==> src/rtl/keycode_event_queue.sv <==
// Debounces HID keycodes from the keycode PIO and queues timestamped
// press/release events for the four rhythm-game lanes (D F J K).
module keycode_event_queue #(
    parameter int STABLE_CYCLES = 4,
    parameter int DEPTH         = 8,
    parameter int STAMP_W       = 13
) (
    input  logic                     Clk,
    input  logic                     Reset,
    input  logic [7:0]               keycode,
    input  logic                     frame_tick,
    input  logic                     pop,
    input  logic                     clear_ovf,
    output logic                     evt_valid,
    output logic [STAMP_W+2:0]       evt_data,
    output logic [$clog2(DEPTH):0]   evt_count,
    output logic [3:0]               lane_held,
    output logic                     overflow
);

    localparam int AW = $clog2(DEPTH);
    localparam int CW = AW + 1;
    localparam int DW = STAMP_W + 3;
    localparam logic [3:0] STABLE = 4'(STABLE_CYCLES);

    typedef enum logic [1:0] {
        IDLE       = 2'd0,
        EMIT_REL   = 2'd1,
        EMIT_PRESS = 2'd2
    } state_t;

    // Returns {mapped, lane[1:0]}
    function automatic logic [2:0] lane_of(input logic [7:0] code);
        logic [2:0] r;
        case (code)
            8'h07:   r = 3'b100;
            8'h09:   r = 3'b101;
            8'h0D:   r = 3'b110;
            8'h0E:   r = 3'b111;
            default: r = 3'b000;
        endcase
        return r;
    endfunction

    state_t              state_q, state_d;
    logic [7:0]          cand_q, cand_d;
    logic [3:0]          cnt_q, cnt_d;
    logic [7:0]          acc_q, acc_d;
    logic [1:0]          old_lane_q, old_lane_d;
    logic [STAMP_W-1:0]  stamp_q, stamp_d;
    logic [DW-1:0]       mem_q [DEPTH];
    logic [AW-1:0]       wr_ptr_q, rd_ptr_q;
    logic [CW-1:0]       count_q, count_d;
    logic                ovf_q, ovf_d;

    logic                accept;
    logic [2:0]          cand_lane, acc_lane;
    logic                wr_req;
    logic [DW-1:0]       wr_data;
    logic                full, pop_ok, wr_ok, drop;

    assign cand_lane = lane_of(cand_q);
    assign acc_lane  = lane_of(acc_q);

    // Counter saturates at the threshold so a change seen during an emit
    // is still accepted once the FSM is back in IDLE.
    always_comb begin
        cand_d = keycode;
        if (keycode != cand_q) begin
            cnt_d = 4'd1;
        end else if (cnt_q == STABLE) begin
            cnt_d = cnt_q;
        end else begin
            cnt_d = cnt_q + 4'd1;
        end
    end

    assign accept = (state_q == IDLE) && (cnt_q == STABLE)
                    && (cand_q != acc_q);

    always_comb begin
        acc_d      = acc_q;
        old_lane_d = old_lane_q;
        if (accept) begin
            acc_d      = cand_q;
            old_lane_d = acc_lane[1:0];
        end
    end

    always_ff @(posedge Clk) begin
        if (Reset) begin
            state_q <= IDLE;
        end else begin
            state_q <= state_d;
        end
    end

    always_comb begin
        state_d = state_q;
        unique case (state_q)
            IDLE: begin
                if (accept) begin
                    if (acc_lane[2]) begin
                        state_d = EMIT_REL;
                    end else if (cand_lane[2]) begin
                        state_d = EMIT_PRESS;
                    end
                end
            end
            EMIT_REL:   state_d = acc_lane[2] ? EMIT_PRESS : IDLE;
            EMIT_PRESS: state_d = IDLE;
            default:    state_d = IDLE;
        endcase
    end

    always_comb begin
        wr_req  = 1'b0;
        wr_data = '0;
        unique case (state_q)
            EMIT_REL: begin
                wr_req  = 1'b1;
                wr_data = {1'b0, old_lane_q, stamp_q};
            end
            EMIT_PRESS: begin
                wr_req  = 1'b1;
                wr_data = {1'b1, acc_lane[1:0], stamp_q};
            end
            default: begin
                wr_req  = 1'b0;
                wr_data = '0;
            end
        endcase
    end

    assign stamp_d = frame_tick ? stamp_q + 1'b1 : stamp_q;

    assign full   = (count_q == CW'(DEPTH));
    assign pop_ok = pop && (count_q != '0);
    assign wr_ok  = wr_req && (!full || pop);
    assign drop   = wr_req && full && !pop;

    always_comb begin
        count_d = count_q;
        if (wr_ok && !pop_ok) begin
            count_d = count_q + 1'b1;
        end else if (!wr_ok && pop_ok) begin
            count_d = count_q - 1'b1;
        end
    end

    always_comb begin
        ovf_d = ovf_q;
        if (drop) begin
            ovf_d = 1'b1;
        end else if (clear_ovf) begin
            ovf_d = 1'b0;
        end
    end

    always_ff @(posedge Clk) begin
        if (Reset) begin
            cand_q     <= '0;
            cnt_q      <= '0;
            acc_q      <= '0;
            old_lane_q <= '0;
            stamp_q    <= '0;
            wr_ptr_q   <= '0;
            rd_ptr_q   <= '0;
            count_q    <= '0;
            ovf_q      <= 1'b0;
            for (int i = 0; i < DEPTH; i++) begin
                mem_q[i] <= '0;
            end
        end else begin
            cand_q     <= cand_d;
            cnt_q      <= cnt_d;
            acc_q      <= acc_d;
            old_lane_q <= old_lane_d;
            stamp_q    <= stamp_d;
            count_q    <= count_d;
            ovf_q      <= ovf_d;
            if (wr_ok) begin
                mem_q[wr_ptr_q] <= wr_data;
                wr_ptr_q        <= wr_ptr_q + 1'b1;
            end
            if (pop_ok) begin
                rd_ptr_q <= rd_ptr_q + 1'b1;
            end
        end
    end

    assign evt_valid = (count_q != '0);
    assign evt_data  = evt_valid ? mem_q[rd_ptr_q] : '0;
    assign evt_count = count_q;
    assign lane_held = acc_lane[2] ? (4'b0001 << acc_lane[1:0]) : 4'b0000;
    assign overflow  = ovf_q;

endmodule

==> config.mk <==
export PLATFORM = sky130hd
export DESIGN_NAME = keycode_event_queue
export DESIGN_NICKNAME = d
export VERILOG_FILES = /design/src/rtl/keycode_event_queue.sv
export SDC_FILE = /design/constraint.sdc
export NUM_CORES = 1
export LEC_CHECK = 0
export CAP_MARGIN = 10
export CORE_MARGIN = 3
export CORE_UTILIZATION = 55
export CTS_CLUSTER_SIZE = 24
export DETAILED_ROUTE_END_ITERATION = 10
export GPL_ROUTABILITY_DRIVEN = 0
export PLACE_DENSITY = 0.75
export SYNTH_ARGS = -nofsm -noshare
export SYNTH_HDL_FRONTEND = slang
export SYNTH_SLANG_ARGS = --single-unit
==> constraint.sdc <==
create_clock -name Clk -period 3.5 [get_ports Clk]
set_clock_uncertainty 0.15 [all_clocks]
set_input_delay 1.05 -clock Clk [delete_from_list [all_inputs] [get_ports Clk]]
set_output_delay 1.05 -clock Clk [all_outputs]
set_load 0.1 [all_outputs]
==> results of run 1 <==
==> worst max-delay path, stage by stage (launching register included) <==
cell     delay (ns)
dfxtp_2        0.34
buf_12         0.27
mux4_2         0.56
mux2i_1        0.34
nor2_4         0.06
buf_12         0.17
==> cell usage after synthesis (2+ instances only) <==
cell type / number / area share
nor2b_1: 12 / 0.0093
nand4_2: 3 / 0.0046
a21o_1: 2 / 0.0019
nor4_1: 4 / 0.0031
and3_1: 2 / 0.0015
nand3_1: 11 / 0.0068
nand3_4: 3 / 0.0065
nand4b_1: 4 / 0.0043
nand2_1: 24 / 0.011
buf_1: 3 / 0.0014
buf_6: 4 / 0.0056
mux2i_1: 29 / 0.036
a21oi_1: 12 / 0.0074
clkbuf_1: 11 / 0.0051
nor2_2: 11 / 0.0085
inv_1: 11 / 0.0051
buf_2: 9 / 0.0056
nand2b_1: 11 / 0.0085
xnor2_1: 18 / 0.019
or3_1: 4 / 0.0031
and4_1: 2 / 0.0022
nand4_1: 5 / 0.0039
edfxtp_1: 128 / 0.47
nor3_1: 8 / 0.0049
xor2_1: 18 / 0.019
dfxtp_1: 51 / 0.13
nor2_1: 174 / 0.081
ha_1: 12 / 0.019
buf_4: 2 / 0.0019
o21ai_0: 4 / 0.0025
mux4_2: 32 / 0.089
nand3b_1: 4 / 0.0037
==> sequential cells by signal, indices dropped and copies added (netlist names), named ones only <==
name        cells
mem_q         128
stamp_q        13
acc_q           8
cand_q          8
cnt_q           4
evt_count       4
rd_ptr_q        3
wr_ptr_q        3
old_lane_q      2
state_q         2
overflow        1
==> cell type report <==
class                           count  area (um^2)
Clock inverter                     15          165
Multi-Input combinational cell    423         3110
Tap cell                          180          225
Inverter                           11         45.0
Sequential cell                   179         4870
Clock buffer                       17          425
Fill cell                         992         4570
Timing Repair Buffer               64          743
==> kinds of logic after synthesis <==
logic type | count (synthesis)
AND/OR/NAND/NOR | 287
AO/OA/AOI/OAI | 26
flip-flops | 179
multiplexers | 61
buffers and inverters | 42
XOR/XNOR | 36
adder cells (fa/ha/maj) | 13
==> layer usage <==
metal  part of all wire  up-vias  global-route usage  routed length (um)
li1                   -     2395                   -                   -
met1               0.43     2502               0.287                7040
met2               0.51      137               0.367                8370
met3              0.049       19              0.0477                 810
met4              0.016        0              0.0662                 271
met5                  0        -                   0                   0
==> worst paths after layout <==
path | startpoint | slack, ns | endpoint
worst max register to register | evt_count[0] | 0.68 | evt_count[3]
worst min-delay path | old_lane_q[0] | 0.33 | old_lane_q[0]
worst min register to register | old_lane_q[0] | 0.33 | old_lane_q[0]
worst max-delay path | register | 0.11 | evt_data[13]
==> power by group through the flow <==
stage / Combinational, mW / Sequential, mW / Clock, mW
6_report: 2.38 / 2.51 / 1.89
5_1_grt: 2.50 / 2.53 / 2.00
4_1_cts: 2.40 / 2.51 / 1.91
3_5_place_dp: 2.39 / 2.55 / 0
3_3_place_gp: 2.37 / 2.54 / 0
2_1_floorplan: 1.60 / 2.63 / 0
==> metrics by stage <==
step                      power [mW]  TNS, ns  setup WS, ns  cell area, um^2
after floorplan                 4.23   -0.213       -0.0491             8200
after global placement          4.91        0        0.0950             8990
after detailed placement        4.95        0        0.0334             8990
after CTS                       6.82        0        0.0799             9580
after global routing            7.03        0        0.0150             9580
final                           6.77        0         0.111             9580
==> impl_metrics.py, run 1 <==
metrics = {
    "timing": {
        "rsz0062_at_grt": "no",
        "max_freq_ghz": 0.295,
        "fin_crit_ns": 3.39,
        "whs_ns": 0.327,
        "hold_viol_final": 0,
        "drv_slew": 0,
        "worstMarginPinSlew_ns": 1.21,
        "relSlewSlack": 0.192,
        "min_period_over_period": 0.968,
        "setup_viol": 0,
    },
    "finish": {
        "nets": 722,
        "syn_to_final_growth_pct": 18.1,
        "drive_gt1_frac": 0.224,
        "most-common-layout-cells": "nor2_1, edfxtp_1, dfxtp_1",
        "finalNonFillerCells": 889,
        "utilization": 0.677,
        "diodes": 0,
        "final_common_cell": "nor2_1",
    },
    "global_routing": {
        "overflow": 0,
        "grt_pass1_wl_um": 27200,
        "grt_max_degree": 33,
        "track_usage": 0.219,
        "antenna_found_initial": 0,
        "grt_pass1_vias": 5105,
    },
    "clocking": {
        "cts_root_buffer": "clkbuf_16",
        "clockBufferDepth": 2,
        "cts_tree": "built",
        "insertion_delay_ns": 0.43,
        "cts_sinks": 179,
        "cts_made_buffers": 17,
        "cts_max_level": 4,
        "cts.clk_slew.worst_paths_ns": 0.06,
        "cts_setup_buffers": 0,
        "cts_resized": 0,
        "cts-hold-fix-buffers": 0,
    },
    "placed_design": {
        "hpwlAfterDp_um": 11200,
        "dp.cells": 857,
        "port_buffers": 38,
    },
    "floorplanning": {
        "dieArea_um2": 16200,
        "rows": 43,
        "chipHeight_um": 127,
        "start_util": 0.573,
        "die_w_um": 127,
        "io_pins": 39,
        "core_um2": 14100,
    },
    "pwr": {
        "power_leakage_nw": 3.24,
        "p_clk_frac": 0.279,
        "combPwrFrac": 0.351,
        "power_switching_mw": 2.37,
        "powerDensity_nw_per_um2": 707,
        "swShare": 0.350,
        "intPower_mw": 4.40,
        "pwr-share-seq": 0.371,
        "ir_drop_uv": 343,
    },
    "synthesis": {
        "synth.avg_cell_area_um2": 12.6,
        "ys_seq_elements": 179,
        "synth_edf_count": 128,
        "synth-adder-area-share": 0.0210,
        "synth_ff_type": "edfxtp_1",
        "synth-compound-area-share": 0.0201,
        "synthMuxAreaShare": 0.125,
        "synthesis.area_um2": 8110,
        "ys_seq_area_frac": 0.600,
        "synthCells": 644,
        "synth-simple-area-share": 0.168,
        "synth_nets": 670,
        "synthArstFlopShare": 0,
        "ys_types": 48,
        "yosysWarnings": 0,
        "synth_top_family_by_area": "simple AND/OR/NAND/NOR gates",
        "synth_xor_area_frac": 0.0389,
    },
    "drt": {
        "drc": 0,
        "via_per_inst": 5.68,
        "drt-initial-drc-count": 520,
        "routedWlPerCell_um": 18.5,
        "first_pass_iters": 5,
        "vias": 5053,
        "ant_nets": 0,
        "wl_um": 16500,
    },
    "min_path": {
        "whs_path_depth": 2,
        "hold_class": "register to register",
    },
    "run": {
        "maxCapViolCount": 0,
    },
    "setup_path": {
        "critPathMaxFanout": 32,
        "crit_type": "register to output port",
        "rr_worst_depth": 12,
        "critPathCaptureType": "output port",
        "required_ns": 2.30,
        "crit_arrival_ns": 2.19,
        "start_kind": "register",
    },
    "outcome": {
        "status": "complete, no violations",
    },
}
(Power assumes the default switching activity.)
==> inputs of run 2 (changes only) <==
--- a/config.mk
+++ b/config.mk
@@ -12,6 +12,8 @@
 export DETAILED_ROUTE_END_ITERATION = 10
 export GPL_ROUTABILITY_DRIVEN = 0
 export PLACE_DENSITY = 0.75
+export REMOVE_ABC_BUFFERS = 1
+export SLEW_MARGIN = 20
 export SYNTH_ARGS = -nofsm -noshare
 export SYNTH_HDL_FRONTEND = slang
 export SYNTH_SLANG_ARGS = --single-unit
==> run 2 against run 1 <==
Net effect:
- count of clock-buffer cells in the layout increased by 2
- largest power group unchanged
- final area down 0.47%
- total power fell by 2.1%
- critical path depth unchanged
- non-clock buffer count up 7
- die area did not move
- critical endpoint is now evt_data[10]
- critical path type unchanged
- combinational power fell by 5%
==> impl_metrics.py, run 2 (synthesized netlist as in run 1, its figures left out) <==
metrics = {
    "finish": {
        "most-common-layout-cells": "nor2_1, edfxtp_1, dfxtp_1",
        "syn_to_final_growth_pct": 17.6,
        "final_common_cell": "nor2_1",
        "diodes": 0,
        "largestRegisters": "mem_q x128, stamp_q x13",
        "final_area_um2": 9540,
        "drive_gt1_frac": 0.197,
        "largest_reg_flops": 128,
        "largest-register": "mem_q",
        "utilization": 0.674,
        "nets": 729,
        "n_fill_cell": 1001,
    },
    "clocking": {
        "clockBufferDepth": 2,
        "cts_setup_buffers": 0,
        "cts_sinks": 179,
        "cts_tree": "built",
        "cts_root_buffer": "clkbuf_16",
        "cts_resized": 0,
        "cts-hold-fix-buffers": 0,
        "cts_max_level": 4,
        "cts.clk_slew.worst_paths_ns": 0.06,
        "insertion_delay_ns": 0.43,
        "cts_made_buffers": 17,
    },
    "placed_design": {
        "port_buffers": 38,
        "hpwlAfterDp_um": 11600,
        "place_area_um2": 8960,
    },
    "timing": {
        "fin_crit_ns": 3.35,
        "timing.setup.tns_ns": 0,
        "min_period_over_period": 0.957,
        "hold_viol_final": 0,
        "setup_viol": 0,
        "rsz0062_at_grt": "no",
        "worstMarginPinSlew_ns": 0.488,
        "relSlewSlack": 0.672,
        "max_freq_ghz": 0.299,
        "drv_slew": 0,
    },
    "floorplanning": {
        "io_pins": 39,
        "rows": 43,
        "start_util": 0.573,
        "core_um2": 14100,
        "die_w_um": 127,
        "chipHeight_um": 127,
        "dieArea_um2": 16200,
    },
    "drt": {
        "drc": 0,
        "ant_nets": 0,
        "via_per_inst": 5.77,
        "routedWlPerCell_um": 18.9,
        "first_pass_iters": 5,
        "drt-initial-drc-count": 465,
        "vias": 5154,
        "wl_um": 16900,
    },
    "setup_path": {
        "critPathCaptureType": "output port",
        "start_kind": "register",
        "crit_arrival_ns": 2.15,
        "crit_type": "register to output port",
        "required_ns": 2.30,
        "critPathMaxFanout": 32,
    },
    "pwr": {
        "intPower_mw": 4.37,
        "combPwrFrac": 0.342,
        "power_switching_mw": 2.26,
        "p_clk_frac": 0.280,
        "power_leakage_nw": 3.27,
        "powerDensity_nw_per_um2": 695,
        "pwr-share-seq": 0.378,
        "ir_drop_uv": 372,
        "swShare": 0.341,
    },
    "global_routing": {
        "grt_max_degree": 45,
        "grt_pass1_vias": 5199,
        "overflow": 0,
        "track_usage": 0.220,
        "grt_pass1_wl_um": 27200,
        "antenna_found_initial": 1,
    },
    "outcome": {
        "status": "complete, no violations",
    },
    "run": {
        "maxCapViolCount": 0,
    },
    "min_path": {
        "hold_class": "register to register",
    },
}
-- run 2: per-stage QoR --
| stage | power (mW) | worst slack (ns) | hold slack [ns] | cells |
|---|---|---|---|---|
| after floorplan | 4.08 | -0.933 | 0.294 | 613 |
| after global placement | 4.79 | 0.0945 | 0.308 | 864 |
| after detailed placement | 4.84 | 0.0119 | 0.317 | 864 |
| after global routing | 6.87 | 0.0856 | 0.345 | 894 |
| after CTS | 6.68 | 0.112 | 0.326 | 894 |
| final | 6.63 | 0.150 | 0.328 | 894 |
-- run 2: path summary, 6_finish.rpt --
path / startpoint / cells past startpoint / slack [ns] / to
max: register / 5 / 0.15 / evt_data[10]
min: old_lane_q[0] / 2 / 0.33 / old_lane_q[0]
max reg2reg: evt_count[0] / 12 / 0.65 / evt_count[3]
min reg2reg: old_lane_q[0] / 2 / 0.33 / old_lane_q[0]
-- run 2: power groups by stage --
stage / sequential, mW / clock (mW) / combinational, mW
final: 2.51 / 1.86 / 2.26
after global routing: 2.52 / 1.97 / 2.38
after CTS: 2.51 / 1.89 / 2.29
after detailed placement: 2.55 / 0 / 2.28
after global placement: 2.54 / 0 / 2.25
after floorplan: 2.71 / 0 / 1.37
-- run 2: cell type report --
cell class	count	area, um^2	share of cell area
sequential	179	4870	0.510
multi-input combinational	423	3020	0.317
timing repair buffer	71	808	0.0848
clock buffer	19	433	0.0454
tap	180	225	0.0236
clock inverter	11	139	0.0146
inverter	11	41.3	0.00433
-- run 2: metal layers --
| metal | wire, um | track usage | part of all wire |
|---|---|---|---|
| met1 | 6800 | 0.282 | 0.40 |
| met3 | 962 | 0.0452 | 0.057 |
| met5 | 13 | 0 | 0.00077 |
| met2 | 8730 | 0.373 | 0.52 |
| met4 | 375 | 0.0814 | 0.022 |
-- run 2: worst max-delay path, cell delays in order (launching register included) --
cell and delay, ns:
dfxtp_2 0.34, buf_12 0.26, mux4_2 0.53, mux2i_1 0.27
nor2_1 0.12, buf_12 0.18
==> inputs of run 3 (changes only) <==
--- a/config.mk
+++ b/config.mk
@@ -5,6 +5,7 @@
 export SDC_FILE = /design/constraint.sdc
 export NUM_CORES = 1
 export LEC_CHECK = 0
+export ABC_AREA = 1
 export CAP_MARGIN = 10
 export CORE_MARGIN = 3
 export CORE_UTILIZATION = 55
==> run 3 against run 2 <==
Net effect:
- synthesized cell count increased by 37%
- via count increased by 22%
- count of clock-buffer cells in the layout increased by 1
- critical path type unchanged
- largest power group is now combinational cells
==> impl_metrics.py, run 3 <==
metrics = {
    "outcome": {
        "status": "complete, no violations",
    },
    "setup_path": {
        "rr_worst_depth": 14,
        "start_kind": "register",
        "r2r_slack_ns": 0.87,
        "r2r-end": "evt_count[3]",
        "crit_end": "evt_data[8]",
        "crit_type": "register to output port",
        "required_ns": 2.30,
        "regToRegStartpoint": "evt_count[0]",
        "crit_arrival_ns": 2.17,
        "critPathMaxFanout": 30,
        "critPathCaptureType": "output port",
    },
    "timing": {
        "drv_slew": 0,
        "worstMarginPinSlew_ns": 0.657,
        "min_period_over_period": 0.962,
        "fin_crit_ns": 3.37,
        "hold_viol_final": 0,
        "relSlewSlack": 0.562,
        "setup_viol": 0,
        "max_freq_ghz": 0.297,
        "rsz0062_at_grt": "no",
    },
    "synthesis": {
        "synth_edf_count": 128,
        "synthesis.area_um2": 8240,
        "ys_seq_area_frac": 0.590,
        "ys_top_cells_by_area": "edfxtp_1, nor2_1, dfxtp_1",
        "synthCells": 882,
        "synth.avg_cell_area_um2": 9.35,
        "synth_top_area_share": 0.466,
        "yosysMostFrequentCell": "nor2_1",
        "synth_ff_type": "edfxtp_1",
        "ys_seq_elements": 179,
        "synth_common_cells": "nor2_1, edfxtp_1, nand2_1",
        "ys_types": 38,
        "synth_top_area_cell": "edfxtp_1",
        "synthArstFlopShare": 0,
        "yosysWarnings": 0,
    },
    "drt": {
        "wl_um": 18500,
        "first_pass_iters": 5,
        "routedWlPerCell_um": 16.5,
        "drt-initial-drc-count": 609,
        "ant_nets": 0,
        "via_per_inst": 5.62,
        "vias": 6298,
        "drc": 0,
    },
    "finish": {
        "diodes": 0,
        "nets": 949,
        "most-common-layout-cells": "nor2_1, edfxtp_1, nand2_1",
        "largest-register": "mem_q",
        "largest_reg_flops": 128,
        "n_fill_cell": 1134,
        "utilization": 0.662,
        "final_common_cell": "nor2_1",
        "finalNonFillerCells": 1120,
        "largestRegisters": "mem_q x128, stamp_q x13",
        "final_area_um2": 9660,
        "syn_to_final_growth_pct": 17.2,
        "drive_gt1_frac": 0.116,
    },
    "floorplanning": {
        "io_pins": 39,
        "start_util": 0.565,
        "rows": 44,
        "die_w_um": 128,
        "core_um2": 14600,
        "chipHeight_um": 128,
        "dieArea_um2": 16500,
    },
    "run": {
        "maxCapViolCount": 0,
    },
    "pwr": {
        "ir_drop_uv": 567,
        "power_leakage_nw": 3.51,
        "powerDensity_nw_per_um2": 784,
        "finalPower_mw": 7.57,
    },
    "clocking": {
        "insertion_delay_ns": 0.43,
        "cts_sinks": 179,
        "cts_max_level": 4,
        "cts_root_buffer": "clkbuf_16",
        "cts.clk_slew.worst_paths_ns": 0.06,
        "clockBufferDepth": 2,
        "cts_tree": "built",
        "cts-hold-fix-buffers": 0,
        "cts_made_buffers": 17,
    },
    "placed_design": {
        "dp.cells": 1088,
        "place_area_um2": 9010,
        "port_buffers": 38,
        "hpwlAfterDp_um": 12100,
    },
    "global_routing": {
        "track_usage": 0.230,
        "grt_max_degree": 65,
        "grt_pass1_wl_um": 29500,
        "grt_pass1_vias": 5922,
        "antenna_found_initial": 0,
        "overflow": 0,
    },
    "min_path": {
        "hp-start": "old_lane_q[0]",
        "hold_class": "register to register",
    },
}
-- run 3: changes by cell type after synthesis, sizes merged, moves of 20 or more --
cell	previous run	this run
nand2	25	80
a21oi	12	32
mux4	32	0
o21ai	4	67
nor2	185	301
mux2i	29	0
inv	11	54
o32ai	0	32
-- run 3: critical path, cell delays in order (launching register included) --
cell	delay [ns]
dfxtp_4	0.48
buf_6	0.28
nor2_1	0.08
o32ai_1	0.28
o21ai_0	0.15
nor2_1	0.23
buf_12	0.21
-- run 3: cell type report --
cell class,instances,area (um^2),area share
repair buffers,65,767,0.0794
clock inverters,12,163,0.0168
multi-input cells,605,2980,0.309
well taps,184,230,0.0238
flip-flops and latches,179,4870,0.504
inverters,55,209,0.0216
clock buffers,20,437,0.0452
-- run 3: power by group --
part / internal, mW / leakage (nW) / switching [mW] / total [mW]
registers: 2.38 / 1.74 / 0.0939 / 2.47
logic: 0.975 / 1.48 / 2.18 / 3.16
clock network: 1.18 / 0.286 / 0.753 / 1.94
total: 4.54 / 3.51 / 3.03 / 7.57
-- run 3: how the worst min path moves through the flow --
stage                     cells past startpoint             to  slack, ns
after global placement                        2  old_lane_q[0]       0.29
after floorplan                               2  old_lane_q[0]       0.28
after CTS                                     2  old_lane_q[0]       0.30
after global routing                          2       overflow       0.34
after detailed placement                      2  old_lane_q[0]       0.29
final                                         2  old_lane_q[0]       0.30
-- run 3: routing by layer --
metal / wire (um) / global-route usage
met1: 8150 / 0.314
met2: 9010 / 0.376
met3: 986 / 0.0411
met4: 320 / 0.0787
met5: 0 / 0
-- run 3: logic make-up (layout without fill, tap and decap cells) --
group,after synthesis,after routing,synth area share
buffers and inverters,98,152,0.0516
xor gates and xnor gates,16,16,0.0170
and+or+nand+nor,435,435,0.217
DFF,179,179,0.590
adders and majority gates,13,13,0.0206
AOI/OAI and AO/OA,141,141,0.104
-- run 3: per-stage QoR --
stage | setup slack (ns) | hold WS, ns | TNS, ns
detailed placement | 0.105 | 0.292 | 0
global placement | 0.166 | 0.293 | 0
CTS | 0.0348 | 0.303 | 0
finish | 0.133 | 0.302 | 0
floorplan | -1.35 | 0.277 | -22.26
global route | 0.00274 | 0.343 | 0
-- run 3: repair_timing --
| item | CTS | global route |
|---|---|---|
| gates cloned | 0 | 0 |
| gates resized for setup | 5 | 7 |
| setup buffers | 0 | 0 |
| endpoints found under the setup margin | 12 | 12 |
